## src/rtl/mode_sequencer_pkg.sv

```systemverilog
// Shared definitions for the mode sequencer: reset mode, clap direction
// encodings and the cyclic index step used by the clap path.
package mode_sequencer_pkg;

  localparam int unsigned RESET_MODE = 0;

  typedef enum logic {
    DIR_FWD = 1'b0,
    DIR_BWD = 1'b1
  } dir_e;

  // Wraps explicitly at both ends so a non-power-of-2 mode count never
  // passes through an unused index code.
  function automatic int unsigned step_idx(int unsigned idx, int unsigned n_modes, dir_e dir);
    if (dir == DIR_FWD) begin
      return (idx == n_modes - 1) ? 0 : idx + 1;
    end else begin
      return (idx == 0) ? n_modes - 1 : idx - 1;
    end
  endfunction

endpackage

```

## src/rtl/mode_sequencer_if.sv

```systemverilog
// Board-side bundle of the mode sequencer: raw buttons, clap detector
// inputs and the mode outputs consumed by the datapath blocks.
interface mode_sequencer_if #(
  parameter int N_MODES = 3,
  parameter int IDX_W   = $clog2(N_MODES)
);
  logic [N_MODES-1:0] sel_i;
  logic               clap_i;
  logic               dir_i;
  logic [N_MODES-1:0] state_o;
  logic [IDX_W-1:0]   mode_idx_o;
  logic               changed_o;
  logic               holdoff_o;

  modport master (
    output sel_i, clap_i, dir_i,
    input  state_o, mode_idx_o, changed_o, holdoff_o
  );

  modport slave (
    input  sel_i, clap_i, dir_i,
    output state_o, mode_idx_o, changed_o, holdoff_o
  );
endinterface

```

## src/rtl/mode_sequencer_btn_debounce.sv

```systemverilog
// One button input: 2-FF synchroniser, debounce counter and a registered
// rising-edge detector producing a one-cycle press pulse.
module btn_debounce #(
  parameter int DEBOUNCE_CYCLES = 4
) (
  input  logic clk_i,
  input  logic rst_i,
  input  logic raw_i,
  output logic press_o
);
  localparam int CNT_W = $clog2(DEBOUNCE_CYCLES + 1);
  localparam logic [CNT_W-1:0] CNT_LAST = CNT_W'(DEBOUNCE_CYCLES - 1);

  logic             sync_q1;
  logic             sync_q2;
  logic             level_q;
  logic             level_prev_q;
  logic             press_q;
  logic [CNT_W-1:0] cnt_q;

  // Bring the asynchronous button level into the clock domain.
  always_ff @(posedge clk_i) begin
    if (rst_i) begin
      sync_q1 <= 1'b0;
      sync_q2 <= 1'b0;
    end else begin
      sync_q1 <= raw_i;
      sync_q2 <= sync_q1;
    end
  end

  // Accept a new level only after it has differed for DEBOUNCE_CYCLES cycles.
  always_ff @(posedge clk_i) begin
    if (rst_i) begin
      cnt_q   <= '0;
      level_q <= 1'b0;
    end else if (sync_q2 == level_q) begin
      cnt_q <= '0;
    end else if (cnt_q == CNT_LAST) begin
      cnt_q   <= '0;
      level_q <= sync_q2;
    end else begin
      cnt_q <= cnt_q + CNT_W'(1);
    end
  end

  // Registered rising-edge detect on the debounced level.
  always_ff @(posedge clk_i) begin
    if (rst_i) begin
      level_prev_q <= 1'b0;
      press_q      <= 1'b0;
    end else begin
      level_prev_q <= level_q;
      press_q      <= level_q & ~level_prev_q;
    end
  end

  assign press_o = press_q;

endmodule

```

## src/rtl/mode_sequencer.sv

```systemverilog
// Mode sequencer top: one-hot mode register driven by debounced per-mode
// buttons (direct jump) and by clap events (cyclic step with hold-off).
module mode_sequencer
  import mode_sequencer_pkg::*;
#(
  parameter int N_MODES         = 3,
  parameter int DEBOUNCE_CYCLES = 4,
  parameter int HOLDOFF_CYCLES  = 8,
  parameter int IDX_W           = $clog2(N_MODES)
) (
  input  logic                clk_i,
  input  logic                rst_i,
  mode_sequencer_if.slave     bus
);
  localparam int HOLD_W = (HOLDOFF_CYCLES > 0) ? $clog2(HOLDOFF_CYCLES + 1) : 1;

  logic [N_MODES-1:0] press;
  logic [IDX_W-1:0]   idx_q;
  logic [IDX_W-1:0]   idx_next;
  logic [IDX_W-1:0]   press_idx;
  logic               press_seen;
  logic               press_multi;
  logic               changed_q;
  logic [HOLD_W-1:0]  hold_q;
  logic               clap_acc;

  for (genvar m = 0; m < N_MODES; m++) begin : g_btn
    btn_debounce #(
      .DEBOUNCE_CYCLES(DEBOUNCE_CYCLES)
    ) u_btn (
      .clk_i  (clk_i),
      .rst_i  (rst_i),
      .raw_i  (bus.sel_i[m]),
      .press_o(press[m])
    );
  end

  assign clap_acc = bus.clap_i && (hold_q == '0);

  // Find the pressed mode and flag simultaneous presses, which are ignored.
  always_comb begin
    press_seen  = 1'b0;
    press_multi = 1'b0;
    press_idx   = '0;
    for (int m = 0; m < N_MODES; m++) begin
      if (press[m]) begin
        if (press_seen) press_multi = 1'b1;
        press_seen = 1'b1;
        press_idx  = IDX_W'(m);
      end
    end
  end

  // Next mode: an accepted clap beats a press; otherwise hold.
  always_comb begin
    idx_next = idx_q;
    if (clap_acc) begin
      idx_next = IDX_W'(step_idx(32'(idx_q), N_MODES, dir_e'(bus.dir_i)));
    end else if (press_seen && !press_multi) begin
      idx_next = press_idx;
    end
  end

  // Mode index register and change pulse.
  always_ff @(posedge clk_i) begin
    if (rst_i) begin
      idx_q     <= IDX_W'(RESET_MODE);
      changed_q <= 1'b0;
    end else begin
      idx_q     <= idx_next;
      changed_q <= (idx_next != idx_q);
    end
  end

  // Hold-off counter: loads on an accepted clap, then counts down to zero.
  always_ff @(posedge clk_i) begin
    if (rst_i) begin
      hold_q <= '0;
    end else if (clap_acc) begin
      hold_q <= HOLD_W'(HOLDOFF_CYCLES);
    end else if (hold_q != '0) begin
      hold_q <= hold_q - HOLD_W'(1);
    end
  end

  assign bus.state_o    = {{(N_MODES-1){1'b0}}, 1'b1} << idx_q;
  assign bus.mode_idx_o = idx_q;
  assign bus.changed_o  = changed_q;
  assign bus.holdoff_o  = (hold_q != '0);

endmodule

```

## src/flat_wrapper.sv

```systemverilog
// flat-port wrapper written by rule: the top's interface ports become plain ports
module mode_sequencer_flat import mode_sequencer_pkg::*;
#(
  parameter int N_MODES         = 3,
  parameter int DEBOUNCE_CYCLES = 4,
  parameter int HOLDOFF_CYCLES  = 8,
  parameter int IDX_W           = $clog2(N_MODES)
)
  (clk_i, rst_i, bus_sel_i, bus_clap_i, bus_dir_i, bus_state_o, bus_mode_idx_o, bus_changed_o, bus_holdoff_o);
  mode_sequencer_if #(.N_MODES(N_MODES), .IDX_W(IDX_W)) bus_i ();
  input  logic clk_i;
  input  logic rst_i;
  input wire logic [$bits(bus_i.sel_i)-1:0] bus_sel_i;
  input wire logic [$bits(bus_i.clap_i)-1:0] bus_clap_i;
  input wire logic [$bits(bus_i.dir_i)-1:0] bus_dir_i;
  output wire logic [$bits(bus_i.state_o)-1:0] bus_state_o;
  output wire logic [$bits(bus_i.mode_idx_o)-1:0] bus_mode_idx_o;
  output wire logic [$bits(bus_i.changed_o)-1:0] bus_changed_o;
  output wire logic [$bits(bus_i.holdoff_o)-1:0] bus_holdoff_o;
  assign bus_i.sel_i = bus_sel_i;
  assign bus_i.clap_i = bus_clap_i;
  assign bus_i.dir_i = bus_dir_i;
  assign bus_state_o = bus_i.state_o;
  assign bus_mode_idx_o = bus_i.mode_idx_o;
  assign bus_changed_o = bus_i.changed_o;
  assign bus_holdoff_o = bus_i.holdoff_o;
  mode_sequencer #(.N_MODES(N_MODES), .DEBOUNCE_CYCLES(DEBOUNCE_CYCLES), .HOLDOFF_CYCLES(HOLDOFF_CYCLES), .IDX_W(IDX_W)) u_core (.clk_i(clk_i), .rst_i(rst_i), .bus(bus_i));
endmodule
```

## config.mk

```make
export PLATFORM = sky130hd
export DESIGN_NAME = mode_sequencer_flat
export DESIGN_NICKNAME = d
export VERILOG_FILES = /design/src/rtl/mode_sequencer_pkg.sv /design/src/rtl/mode_sequencer_if.sv /design/src/rtl/mode_sequencer_btn_debounce.sv /design/src/rtl/mode_sequencer.sv /design/src/flat_wrapper.sv
export SDC_FILE = /design/constraint.sdc
export NUM_CORES = 1
export LEC_CHECK = 0
export ABC_AREA = 1
export ABC_CLOCK_PERIOD_IN_PS = 1600
export BUFFER_PORTS_ARGS = -buffer_cell sky130_fd_sc_hd__buf_4
export CORE_MARGIN = 4
export CORE_UTILIZATION = 50
export CTS_BUF_LIST = sky130_fd_sc_hd__clkbuf_8
export CTS_CLUSTER_SIZE = 8
export DETAILED_ROUTE_END_ITERATION = 10
export PLACE_DENSITY_LB_ADDON = 0.15
export SETUP_SLACK_MARGIN = 0.3
export SLEW_MARGIN = 20
export SYNTH_ARGS = -nofsm -noshare
export SYNTH_HDL_FRONTEND = slang
export SYNTH_HIERARCHICAL = 1
export SYNTH_SLANG_ARGS = --single-unit
```

## constraint.sdc

```tcl
create_clock -name clk_i -period 1.6 [get_ports clk_i]
set_input_delay 0.16 -clock clk_i [delete_from_list [all_inputs] [get_ports clk_i]]
set_output_delay 0.16 -clock clk_i [all_outputs]
set_load 0.005 [all_outputs]
```

==> run metrics <==
Die Height=59.67 um; CP delay by family, top=flip-flops; routed vias/inst=4.646; CTS tree=built; Die Width=59.67 um; Leakage Power=0.7990 nW; CP max stage delay=0.36 ns; DR iter-0 viols=59; Fin. Hold Viols=0; dpl hpwl=1.476 mm; I/O pin total=14; Max transition margin=0.8457; final WL=2.186 mm; CTS root buf=clkbuf_8; Peak Freq=765.3 MHz; post-route cell area=1728 um2; Syn Nets=189; pre-CTS setup slack=0.2068 ns; Max Root-Sink Buffers=2; Synth Cell Area=1335 um2; DP Cell Count=211; RSZ-0062 raised after global routing=yes; CP max-delay cell=dfxtp_4; WP data required=1.81 ns; ANT nets after route=0; Synth area leader=dfxtp_1; crit path launch=u_core/bus.mode_idx_o[0]$_SDFF_PP0_; Seq/Total Area, Yosys=0.4649; WP buf/inv=3; Synth Warn #=6; gr usage total=0.1368; port bufs=13; CP endpoint kind=flop; die area=3561 um2; initial antenna violation count=0; crit-path cells=inv_4 -> ha_4 -> nand2_1 -> o21ai_2 -> nand2_2 -> nand2_2 -> buf_4 -> buf_4 -> nor2_1; crit-path max FO=5; Num Clock Sinks=31; CTS Buf Count=5; R2R Path Start=u_core/bus.mode_idx_o[0]$_SDFF_PP0_; Final Max Tran Viols=0; HP Start=bus_sel_i[0]; worst skew pair latency=0.28 ns; num rows=18; setup TNS=0 ns; Total Nets Final=216; vias in the first global route=917; most common cell after layout, fill and taps aside=inv_1; Setup WS post-layout=0.2933 ns; n_diodes=0; Final Wtd Congestion=0.8121; Layout Cells excl Fill=226; hold slack=0.08105 ns; fin crit share=0.8167; Reg clk slew, reported paths=0.06 ns; GR Overflow Total=0; status=complete, no violations; Least-Margin Pin Slew=0.2315 ns; crit path kind=flop to flop; FF/Latch Area=630.6 um2; DR vias=1050; CP startpoint kind=flop; peak supply drop=1.274 mV; synth unique cells=16; Power Density=1506 nW/um2; post-synth top area share=0.4649; Max Cap Viol=0; crit path DAT=1.52 ns; # DRC=0; CTS H-tree lvls=2; #FFs+latches synth=31; share of cells above drive strength 1=0.3010; largest net degree at the start of global routing=23; first-pass GRT wire length=3.567 mm; Post-Synthesis Cells=168; area of the multi-input gates=641.9 um2; drt pass-1 iters=4; fill cell count=198; Clock Skew=0.003859 ns; WL per Instance=9.673 um; Syn-to-layout area delta=29.43%; Final min period=1.307 ns; final setup vio count=0; syn_area_per_cell=7.947 um2; Hold Crit Class=input port to flop; Area contributors post-synth=dfxtp_1, ha_1, inv_1; Area after DPL=1473 um2; core area=2522 um2; most frequent cells in the layout=inv_1, nor2_1, dfxtp_1; Initial Utilization=0.5293
## cell usage after synthesis
cell,n
nand2_2,3
inv_1,35
nand3_2,4
nand3_1,6
nor2_1,28
o21ai_0,5
nor2_2,4
a211oi_1,1
a21oi_1,2
clkinv_1,1
nand2_1,25
dfxtp_1,31
or2_1,1
nor3b_1,1
nor3_1,7
ha_1,14
## registers in the layout, summed over array words and instances, names as in the netlist
signal	flops
u_core/g_btn.u_btn/sync_q2	3
u_core/hold_q	4
u_core/bus.mode_idx_o	2
u_core/g_btn.u_btn/level_q	3
u_core/g_btn.u_btn/sync_q1	3
u_core/g_btn.u_btn/press_o	3
u_core/g_btn.u_btn/cnt_q	9
u_core/g_btn.u_btn/level_prev_q	3
u_core/bus.changed_o	1
## cells by family after synthesis
group | synth area share
adder cells (fa/ha/maj) | 0.1312
flip-flops | 0.4649
buffers and inverters | 0.1012
AND/OR/NAND/NOR | 0.2709
AO/OA/AOI/OAI | 0.03186
## stage by stage
| stage | power (mW) | util |
|---|---|---|
| after floorplan | 1.331 | - |
| after global placement | 1.529 | 0.5838 |
| after detailed placement | 1.544 | 0.5838 |
| after CTS | 2.435 | 0.6503 |
| after global routing | 2.797 | 0.6850 |
| final | 2.602 | 0.6850 |
## path summary, 6_finish.rpt
path | to | slack [ns] | cells after the start
worst max-delay path | u_core/bus.mode_idx_o[1]$_SDFF_PP0_ | 0.29 | 9
worst min-delay path | u_core/g_btn[0].u_btn/sync_q1$_SDFF_PP0_ | 0.08 | 3
worst max register to register | u_core/bus.mode_idx_o[1]$_SDFF_PP0_ | 0.29 | 9
worst min register to register | u_core/g_btn[1].u_btn/press_o$_SDFF_PP0_ | 0.40 | 1
## where the power goes
part	switching, mW	internal [mW]
Sequential	0.0696	0.861
Clock	0.273	0.503
Combinational	0.440	0.456
Total	0.782	1.82
## metal layers
| layer | track usage | vias up | routed length [um] | part of all wire |
|---|---|---|---|---|
| li1 | - | 565 | - | - |
| met1 | 0.1352 | 463 | 922 | 0.42 |
| met2 | 0.2377 | 20 | 1110 | 0.51 |
| met3 | 0.05832 | 2 | 145 | 0.066 |
| met4 | 0.07595 | 0 | 8 | 0.0037 |
| met5 | 0 | - | 0 | 0 |
## timing repair
action,CTS,global route
gates resized for setup,8,21
pin swaps,7,11
hold buffers,0,0
buffers inserted,4,3
setup endpoints to repair,2,5
hold endpoints to repair,0,0
## tightest hold or removal path: cells and delay by family
family | cells | cell delay, ns
buf+inv | 2 | 0.10
simple gates | 1 | 0.06
## final cells by class
type                            instances  area share
Timing Repair Buffer                   20     0.09124
Multi-Input combinational cell        101      0.3715
Sequential cell                        31      0.3650
Inverter                               36     0.08255
Clock inverter                          2     0.02028
Clock buffer                            6     0.04779
Tap cell                               30     0.02172
(Power assumes the default switching activity.)
